**src/rtl/apb_req_arbiter_pkg.sv**
```systemverilog
// apb_req_arbiter_pkg
// Shared definitions for the APB request arbiter:
//   - apb_arb_state_e : transfer FSM states (IDLE, SETUP, ACCESS)
//   - rr_pick_t       : result of a round-robin search (one-hot grant + index)
//   - rr_pick()       : round-robin search starting just after the last winner
//   - width constants used across the arbiter files
package apb_req_arbiter_pkg;

   localparam int MAX_REQ    = 16;
   localparam int IDX_WIDTH  = 4;
   localparam int PROT_WIDTH = 3;

   typedef enum logic [1:0] {
      IDLE   = 2'd0,
      SETUP  = 2'd1,
      ACCESS = 2'd2
   } apb_arb_state_e;

   typedef struct packed {
      logic [MAX_REQ-1:0]   onehot;
      logic [IDX_WIDTH-1:0] idx;
   } rr_pick_t;

   // Walks candidates last+1 .. last+num (mod num) and returns the first one
   // whose valid bit is set. The vectors are sized for the largest supported
   // requester count, and num limits the search to the requesters that exist.
   // With no valid bit set the result is all zeros.
   function automatic rr_pick_t rr_pick(input logic [MAX_REQ-1:0]   valid,
                                        input logic [IDX_WIDTH-1:0] last,
                                        input int unsigned          num);
      rr_pick_t    pick;
      int unsigned cand;
      logic        found;
      pick  = '0;
      found = 1'b0;
      for (int unsigned k = 1; k <= MAX_REQ; k++) begin
         cand = (32'(last) + k) % num;
         if (!found && (k <= num) && valid[cand[IDX_WIDTH-1:0]]) begin
            found                            = 1'b1;
            pick.idx                         = cand[IDX_WIDTH-1:0];
            pick.onehot[cand[IDX_WIDTH-1:0]] = 1'b1;
         end
      end
      return pick;
   endfunction

endpackage

```
**src/rtl/apb_req_arbiter_if.sv**
```systemverilog
// apb_req_arbiter_if
// APB bus between the arbiter (requester side) and the completer fabric.
//   master : drives paddr, pprot, psel, penable, pwrite, pwdata, pstrb;
//            samples pready, prdata, pslverr
//   slave  : the mirror image, used by a completer or a bench model
interface apb_req_arbiter_if
   import apb_req_arbiter_pkg::*;
#(
   parameter int ADDR_WIDTH = 32,
   parameter int DATA_WIDTH = 32,
   parameter int STRB_WIDTH = DATA_WIDTH / 8
);

   logic [ADDR_WIDTH-1:0] paddr;
   logic [PROT_WIDTH-1:0] pprot;
   logic                  psel;
   logic                  penable;
   logic                  pwrite;
   logic [DATA_WIDTH-1:0] pwdata;
   logic [STRB_WIDTH-1:0] pstrb;
   logic                  pready;
   logic [DATA_WIDTH-1:0] prdata;
   logic                  pslverr;

   modport master (
      output paddr, pprot, psel, penable, pwrite, pwdata, pstrb,
      input  pready, prdata, pslverr
   );

   modport slave (
      input  paddr, pprot, psel, penable, pwrite, pwdata, pstrb,
      output pready, prdata, pslverr
   );

endinterface

```
**src/rtl/apb_rr_arbiter.sv**
```systemverilog
// apb_rr_arbiter
// Round-robin picker with a registered "last winner" pointer.
//   clk, rst  : clock and synchronous active-high reset
//   valid     : per-requester request bits
//   enable    : a grant was accepted this cycle, so advance the pointer
//   grant     : one-hot winner (combinational)
//   grant_idx : index of the winner
//   grant_any : some requester won
module apb_rr_arbiter
   import apb_req_arbiter_pkg::*;
#(
   parameter int NUM_REQ = 4
) (
   input  logic                 clk,
   input  logic                 rst,
   input  logic [NUM_REQ-1:0]   valid,
   input  logic                 enable,
   output logic [NUM_REQ-1:0]   grant,
   output logic [IDX_WIDTH-1:0] grant_idx,
   output logic                 grant_any
);

   logic [IDX_WIDTH-1:0] last;
   rr_pick_t             pick;

   // Search starts just after the previous winner, so every requester that
   // keeps asking is served within NUM_REQ grants.
   always_comb begin
      pick      = rr_pick(MAX_REQ'(valid), last, $unsigned(NUM_REQ));
      grant     = pick.onehot[NUM_REQ-1:0];
      grant_idx = pick.idx;
      grant_any = |pick.onehot;
   end

   // The pointer resets to the highest index so requester 0 is first in line,
   // and it moves only when a grant is actually taken.
   always_ff @(posedge clk) begin
      if (rst) begin
         last <= IDX_WIDTH'(NUM_REQ - 1);
      end else if (enable) begin
         last <= grant_idx;
      end
   end

endmodule

```
**src/rtl/apb_req_arbiter.sv**
```systemverilog
// apb_req_arbiter
// Shares one APB requester port among NUM_REQ internal requesters.
//   pclk, prst   : clock and synchronous active-high reset
//   req_valid    : per-requester request; req_ready is the one-hot grant
//   req_addr, req_write, req_wdata, req_strb, req_prot : packed request fields
//   rsp_valid    : one-cycle response pulse to the owning requester
//   rsp_rdata    : read data (0 on writes and on timeout)
//   rsp_slverr   : pslverr from the completer, or watchdog abort
//   rsp_timeout  : watchdog abort flag
//   apb          : APB master modport (paddr, pprot, psel, penable, pwrite,
//                  pwdata, pstrb out; pready, prdata, pslverr in)
module apb_req_arbiter
   import apb_req_arbiter_pkg::*;
#(
   parameter int NUM_REQ    = 4,
   parameter int ADDR_WIDTH = 32,
   parameter int DATA_WIDTH = 32,
   parameter int STRB_WIDTH = DATA_WIDTH / 8,
   parameter int TIMEOUT    = 256
) (
   input  logic                          pclk,
   input  logic                          prst,
   input  logic [NUM_REQ-1:0]            req_valid,
   output logic [NUM_REQ-1:0]            req_ready,
   input  logic [NUM_REQ*ADDR_WIDTH-1:0] req_addr,
   input  logic [NUM_REQ-1:0]            req_write,
   input  logic [NUM_REQ*DATA_WIDTH-1:0] req_wdata,
   input  logic [NUM_REQ*STRB_WIDTH-1:0] req_strb,
   input  logic [NUM_REQ*PROT_WIDTH-1:0] req_prot,
   output logic [NUM_REQ-1:0]            rsp_valid,
   output logic [DATA_WIDTH-1:0]         rsp_rdata,
   output logic                          rsp_slverr,
   output logic                          rsp_timeout,
   apb_req_arbiter_if.master             apb
);

   localparam int WDOG_W = $clog2(TIMEOUT + 1);

   apb_arb_state_e       state;
   logic [IDX_WIDTH-1:0] owner;
   logic [WDOG_W-1:0]    wdog;
   logic [NUM_REQ-1:0]   grant;
   logic [IDX_WIDTH-1:0] grant_idx;
   logic                 grant_any;
   logic                 handshake;

   apb_rr_arbiter #(
      .NUM_REQ (NUM_REQ)
   ) u_rr (
      .clk       (pclk),
      .rst       (prst),
      .valid     (req_valid),
      .enable    (handshake),
      .grant     (grant),
      .grant_idx (grant_idx),
      .grant_any (grant_any)
   );

   // Grants are only offered while idle; since the picker only selects a
   // requester whose valid is high, an offered grant is always a handshake.
   always_comb begin
      req_ready = (state == IDLE) ? grant : '0;
      handshake = (state == IDLE) && grant_any;
   end

   // Transfer sequencer. The APB outputs are the capture registers, so they
   // hold steady from SETUP through the last ACCESS cycle. The response
   // registers default to zero every cycle, which makes rsp_valid a single
   // pulse. In ACCESS, pready wins over the watchdog; the watchdog aborts the
   // transfer on the TIMEOUT-th ACCESS cycle that ends without pready.
   always_ff @(posedge pclk) begin
      if (prst) begin
         state       <= IDLE;
         owner       <= '0;
         wdog        <= '0;
         apb.psel    <= 1'b0;
         apb.penable <= 1'b0;
         apb.pwrite  <= 1'b0;
         apb.paddr   <= '0;
         apb.pwdata  <= '0;
         apb.pstrb   <= '0;
         apb.pprot   <= '0;
         rsp_valid   <= '0;
         rsp_rdata   <= '0;
         rsp_slverr  <= 1'b0;
         rsp_timeout <= 1'b0;
      end else begin
         rsp_valid   <= '0;
         rsp_rdata   <= '0;
         rsp_slverr  <= 1'b0;
         rsp_timeout <= 1'b0;
         unique case (state)
            IDLE: begin
               if (grant_any) begin
                  owner       <= grant_idx;
                  apb.paddr   <= req_addr[grant_idx*ADDR_WIDTH +: ADDR_WIDTH];
                  apb.pwrite  <= req_write[grant_idx];
                  apb.pwdata  <= req_wdata[grant_idx*DATA_WIDTH +: DATA_WIDTH];
                  apb.pstrb   <= req_write[grant_idx] ?
                                 req_strb[grant_idx*STRB_WIDTH +: STRB_WIDTH] : '0;
                  apb.pprot   <= req_prot[grant_idx*PROT_WIDTH +: PROT_WIDTH];
                  apb.psel    <= 1'b1;
                  apb.penable <= 1'b0;
                  state       <= SETUP;
               end
            end
            SETUP: begin
               apb.penable <= 1'b1;
               wdog        <= '0;
               state       <= ACCESS;
            end
            ACCESS: begin
               if (apb.pready) begin
                  apb.psel    <= 1'b0;
                  apb.penable <= 1'b0;
                  rsp_valid   <= NUM_REQ'(1) << owner;
                  rsp_rdata   <= apb.pwrite ? '0 : apb.prdata;
                  rsp_slverr  <= apb.pslverr;
                  state       <= IDLE;
               end else if (wdog == WDOG_W'(TIMEOUT - 1)) begin
                  apb.psel    <= 1'b0;
                  apb.penable <= 1'b0;
                  rsp_valid   <= NUM_REQ'(1) << owner;
                  rsp_slverr  <= 1'b1;
                  rsp_timeout <= 1'b1;
                  state       <= IDLE;
               end else begin
                  wdog <= wdog + WDOG_W'(1);
               end
            end
            default: begin
               state <= IDLE;
            end
         endcase
      end
   end

endmodule

```
**src/flat_wrapper.sv**
```systemverilog
// flat-port wrapper written by rule: the top's interface ports become plain ports
module apb_req_arbiter_flat import apb_req_arbiter_pkg::*;
#(
   parameter int NUM_REQ    = 4,
   parameter int ADDR_WIDTH = 32,
   parameter int DATA_WIDTH = 32,
   parameter int STRB_WIDTH = DATA_WIDTH / 8,
   parameter int TIMEOUT    = 256
)
  (pclk, prst, req_valid, req_ready, req_addr, req_write, req_wdata, req_strb, req_prot, rsp_valid, rsp_rdata, rsp_slverr, rsp_timeout, apb_paddr, apb_pprot, apb_psel, apb_penable, apb_pwrite, apb_pwdata, apb_pstrb, apb_pready, apb_prdata, apb_pslverr);
  apb_req_arbiter_if #(.ADDR_WIDTH(ADDR_WIDTH), .DATA_WIDTH(DATA_WIDTH), .STRB_WIDTH(STRB_WIDTH)) apb_i ();
  input  logic pclk;
  input  logic prst;
  input  logic [NUM_REQ-1:0] req_valid;
  output logic [NUM_REQ-1:0] req_ready;
  input  logic [NUM_REQ*ADDR_WIDTH-1:0] req_addr;
  input  logic [NUM_REQ-1:0] req_write;
  input  logic [NUM_REQ*DATA_WIDTH-1:0] req_wdata;
  input  logic [NUM_REQ*STRB_WIDTH-1:0] req_strb;
  input  logic [NUM_REQ*PROT_WIDTH-1:0] req_prot;
  output logic [NUM_REQ-1:0] rsp_valid;
  output logic [DATA_WIDTH-1:0] rsp_rdata;
  output logic rsp_slverr;
  output logic rsp_timeout;
  output wire logic [$bits(apb_i.paddr)-1:0] apb_paddr;
  output wire logic [$bits(apb_i.pprot)-1:0] apb_pprot;
  output wire logic [$bits(apb_i.psel)-1:0] apb_psel;
  output wire logic [$bits(apb_i.penable)-1:0] apb_penable;
  output wire logic [$bits(apb_i.pwrite)-1:0] apb_pwrite;
  output wire logic [$bits(apb_i.pwdata)-1:0] apb_pwdata;
  output wire logic [$bits(apb_i.pstrb)-1:0] apb_pstrb;
  input wire logic [$bits(apb_i.pready)-1:0] apb_pready;
  input wire logic [$bits(apb_i.prdata)-1:0] apb_prdata;
  input wire logic [$bits(apb_i.pslverr)-1:0] apb_pslverr;
  assign apb_paddr = apb_i.paddr;
  assign apb_pprot = apb_i.pprot;
  assign apb_psel = apb_i.psel;
  assign apb_penable = apb_i.penable;
  assign apb_pwrite = apb_i.pwrite;
  assign apb_pwdata = apb_i.pwdata;
  assign apb_pstrb = apb_i.pstrb;
  assign apb_i.pready = apb_pready;
  assign apb_i.prdata = apb_prdata;
  assign apb_i.pslverr = apb_pslverr;
  apb_req_arbiter #(.NUM_REQ(NUM_REQ), .ADDR_WIDTH(ADDR_WIDTH), .DATA_WIDTH(DATA_WIDTH), .STRB_WIDTH(STRB_WIDTH), .TIMEOUT(TIMEOUT)) u_core (.pclk(pclk), .prst(prst), .req_valid(req_valid), .req_ready(req_ready), .req_addr(req_addr), .req_write(req_write), .req_wdata(req_wdata), .req_strb(req_strb), .req_prot(req_prot), .rsp_valid(rsp_valid), .rsp_rdata(rsp_rdata), .rsp_slverr(rsp_slverr), .rsp_timeout(rsp_timeout), .apb(apb_i));
endmodule
```
**config.mk**
```make
export PLATFORM = sky130hd
export DESIGN_NAME = apb_req_arbiter_flat
export DESIGN_NICKNAME = d
export VERILOG_FILES = /design/src/rtl/apb_req_arbiter_pkg.sv /design/src/rtl/apb_req_arbiter_if.sv /design/src/rtl/apb_rr_arbiter.sv /design/src/rtl/apb_req_arbiter.sv /design/src/flat_wrapper.sv
export SDC_FILE = /design/constraint.sdc
export NUM_CORES = 1
export LEC_CHECK = 0
export CAP_MARGIN = 20
export CORE_AREA = 2 2 175 177
export CTS_BUF_LIST = sky130_fd_sc_hd__clkbuf_4 sky130_fd_sc_hd__clkbuf_8
export DETAILED_ROUTE_END_ITERATION = 10
export DIE_AREA = 0 0 177 179
export PLACE_DENSITY = 0.58
export SETUP_SLACK_MARGIN = 0.02
export SYNTH_ARGS = -nofsm -noshare
export SYNTH_HDL_FRONTEND = slang
export SYNTH_SLANG_ARGS = --single-unit
```
**constraint.sdc**
```tcl
create_clock -name pclk -period 3.38 [get_ports pclk]
set_input_delay 0.507 -clock pclk [delete_from_list [all_inputs] [get_ports pclk]]
set_output_delay 0.507 -clock pclk [all_outputs]
set_load 0.05 [all_outputs]
```
==> impl_metrics.toml <==
[synth]
syn_nets = 1188
ys.flop_type = "dfxtp_1"
yosys_warnings = 0
yosysUniqueCellTypes = 54
avgSynthCellArea_um2 = 8.250
synth_top_area_share_pct = 36.38
synth_cells = 847
synth_area_um2 = 6988
synth_area_leaders = "dfxtp_1, mux2i_1, a21oi_1, a221o_1, nand2_1"
ys_seq_elements = 127
async_reset_ff_share_pct = 0
synth_edf_count = 0
yosysSeqAreaShare_pct = 36.38
yosys.area.top_type = "dfxtp_1"

[global_routing]
grt_use_total_pct = 17.94
grt_max_degree = 47
grt_pass1_wl_um = 43750
grt_pass1_vias = 7730
grt-ovfl-total = 0
antenna_found_initial = 3
grt_use_met2_pct = 31.63
busiest_layer = "met2"
grtUsageMet3_pct = 5.746
grt_util_met1_pct = 21.14

[route]
antenna_left = 0
routed_wl_um = 30140
drt_iter0_drc = 397
drt-vias-per-instance = 4.698
firstDrtPassIters = 5
vias = 8094
wl_per_cell_um = 17.49
drc = 0

[floorplanning]
die-area_um2 = 31680
die_h_um = 179
rows = 64
core_um2 = 30030
die_w_um = 177
io_pins = 444
start_util_pct = 23.27

[sta]
worstMarginPinSlew_ns = 0.6839
fin_crit_sh_pct = 97.09
finalMaxSlewViolations = 0
whs_ns = 0.4549
rsz0062_at_grt = "true"
relSlewSlack_pct = 54.01
clock.fmax_mhz = 304.7
hold_viol = 0
tns_ns = 0
setup_viol = 0
min_period_ns = 3.282
skew_ns = 0.01985

[setup_path]
critPathRequiredTime_ns = 2.87
crit_fanout = 5
crit_start = "req_valid[1]"
arrival_ns = 2.77
r2r_start = "u_core.u_rr.last[0]$_SDFFE_PP1P_"
cp-start-kind = "primary input"
ff2ff_path_depth = 14
r2r_slack_ns = 0.24
r2r-end = "u_core.apb.paddr[8]$_SDFFE_PP0P_"
cp-end-kind = "output pin"
criticalPathCategory = "primary input to output pin"
endpoint = "req_ready[0]"

[clock_network]
numCtsBuffers = 17
cts-root-buf = "clkbuf_8"
h-tree-depth = 4
cts_tree = "done"
clkSinkCount = 127
clk_path_buf_depth = 2
cts_hold_buf = 0
clk_pin_slew_ns = 0.08
clock_latency_ns = 0.44

[power_and_ir_drop]
p_leak_nw = 5.012
powerDensity_nw_per_um2 = 925.0
ir_drop_mv = 0.3921
finalPower_w = 0.01191

[outcome]
status = "complete, no violations"

[placement]
dp_hpwl_um = 23170
dpl_cell_area_um2 = 12310
portBuffers = 443
gp_congestion = 0.8062

[layout]
drive_gt1_share_pct = 10.27
final_util_pct = 42.88
fin_nets = 1652
postLayoutCellArea_um2 = 12880
syn_to_final_growth_pct = 84.26

[job]
cap_violations = 0

[min_path]
hold_class = "register to register"
critical path: stages:
cell and delay [ns]:
clkdlybuf4s50_1 0.57, mux2i_1 0.13, mux2_2 0.38, a2111oi_2 0.44, buf_4 0.18, a2bb2oi_1 0.19, buf_4 0.15, nor2_1 0.04
buf_4 0.19
power breakdown:
part	internal, W	leakage, nW	total [W]	switching, W
clock	0.000622	0.199	0.00140	0.000778
combinational	0.00373	3.77	0.00845	0.00473
sequential	0.00186	1.04	0.00206	0.000193
cell families after synthesis:
group | after synthesis | share of synthesized area [%]
AO/OA/AOI/OAI | 270 | 26.34
AND/OR/NAND/NOR | 265 | 16.92
flip-flops | 127 | 36.38
buffers and inverters | 85 | 5.550
multiplexers | 83 | 11.98
adder cells (fa/ha/maj) | 13 | 2.328
XOR/XNOR | 4 | 0.5013
metal layers:
| layer | share of wire, % | vias to the layer above |
|---|---|---|
| met5 | 0 | - |
| met4 | 1.1 | 0 |
| met3 | 8.6 | 22 |
| met2 | 50 | 323 |
| met1 | 41 | 3740 |
| li1 | - | 4009 |
cells in the final DEF, fill, tap and decap left out, types with 4 or more instances in the layout:
cell / instances
clkdlybuf4s50_1: 437
nand2_1: 164
a21oi_1: 152
dfxtp_1: 126
mux2i_1: 73
a221o_1: 67
buf_4: 62
and2_1: 32
nor2_1: 29
clkbuf_8: 17
buf_12: 14
ha_1: 12
inv_1: 10
o2bb2ai_1: 8
nand2b_1: 6
nor3b_1: 6
and3_1: 6
o21ai_0: 5
inv_6: 5
mux2_2: 4
o22ai_1: 4
nor3_1: 4
or3_1: 4
xor2_1: 4
a22o_1: 4
inv_8: 4
buf_6: 4
worst min-delay path by stage:
| stage | cells past startpoint | start | endpoint |
|---|---|---|---|
| 2_1_floorplan | 1 | u_core.owner[0]$_SDFFE_PP0P_ | u_core.rsp_valid[2]$_SDFF_PP0_ |
| 3_3_place_gp | 2 | u_core.apb.pwdata[12]$_SDFFE_PP0P_ | u_core.apb.pwdata[12]$_SDFFE_PP0P_ |
| 3_5_place_dp | 1 | u_core.apb.pstrb[0]$_SDFFE_PP0P_ | u_core.apb.pstrb[0]$_SDFFE_PP0P_ |
| 4_1_cts | 2 | u_core.apb.pwdata[14]$_SDFFE_PP0P_ | u_core.apb.pwdata[14]$_SDFFE_PP0P_ |
| 5_1_grt | 2 | u_core.apb.pwdata[23]$_SDFFE_PP0P_ | u_core.apb.pwdata[23]$_SDFFE_PP0P_ |
| 6_report | 2 | u_core.apb.paddr[29]$_SDFFE_PP0P_ | u_core.apb.paddr[29]$_SDFFE_PP0P_ |
flip-flops by register name, indices dropped and copies added, names as in the netlist, 2 cells and up:
signal	flops
u_core.apb.pwdata	32
u_core.apb.pprot	3
u_core.owner	2
u_core.apb.pstrb	4
u_core.apb.paddr	32
u_core.rsp_valid	4
u_core.wdog	9
u_core.u_rr.last	2
u_core.rsp_rdata	32
u_core.state	2
cell usage after synthesis (5+ instances only):
| library cell | instances |
|---|---|
| dfxtp_1 | 127 |
| and3_1 | 6 |
| buf_4 | 9 |
| inv_1 | 10 |
| nor2_1 | 29 |
| nand2_1 | 164 |
| mux2i_1 | 78 |
| o21ai_0 | 5 |
| ha_1 | 13 |
| and2_1 | 32 |
| a21oi_1 | 153 |
| nand2b_1 | 6 |
| buf_2 | 28 |
| a221o_1 | 67 |
| clkbuf_1 | 34 |
| o2bb2ai_1 | 8 |
| nor3b_1 | 7 |
layout make-up:
cell class | count | area, um^2
tap | 396 | 495.5
multi-input combinational | 635 | 4209
inverter | 12 | 45.04
clock buffer | 17 | 234.0
clock inverter | 15 | 167.7
timing repair buffer | 518 | 5174
antenna | 3 | 7.507
fill | 2995 | 17150
sequential | 127 | 2544
metrics by stage:
stage                     cells  worst slack (ns)
after floorplan             847           0.02393
after global placement     1682          -0.08853
after detailed placement   1682           -0.1423
after CTS                  1716           0.03865
after global routing       1721          -0.01392
final                      1723           0.09848
what timing repair did:
action	4_1_cts	5_1_grt
pin swaps	3	5
resized for setup	12	10
endpoints found under the setup margin	4	4
setup buffers	2	4
Note: power is estimated with default switching activity, not from simulation.
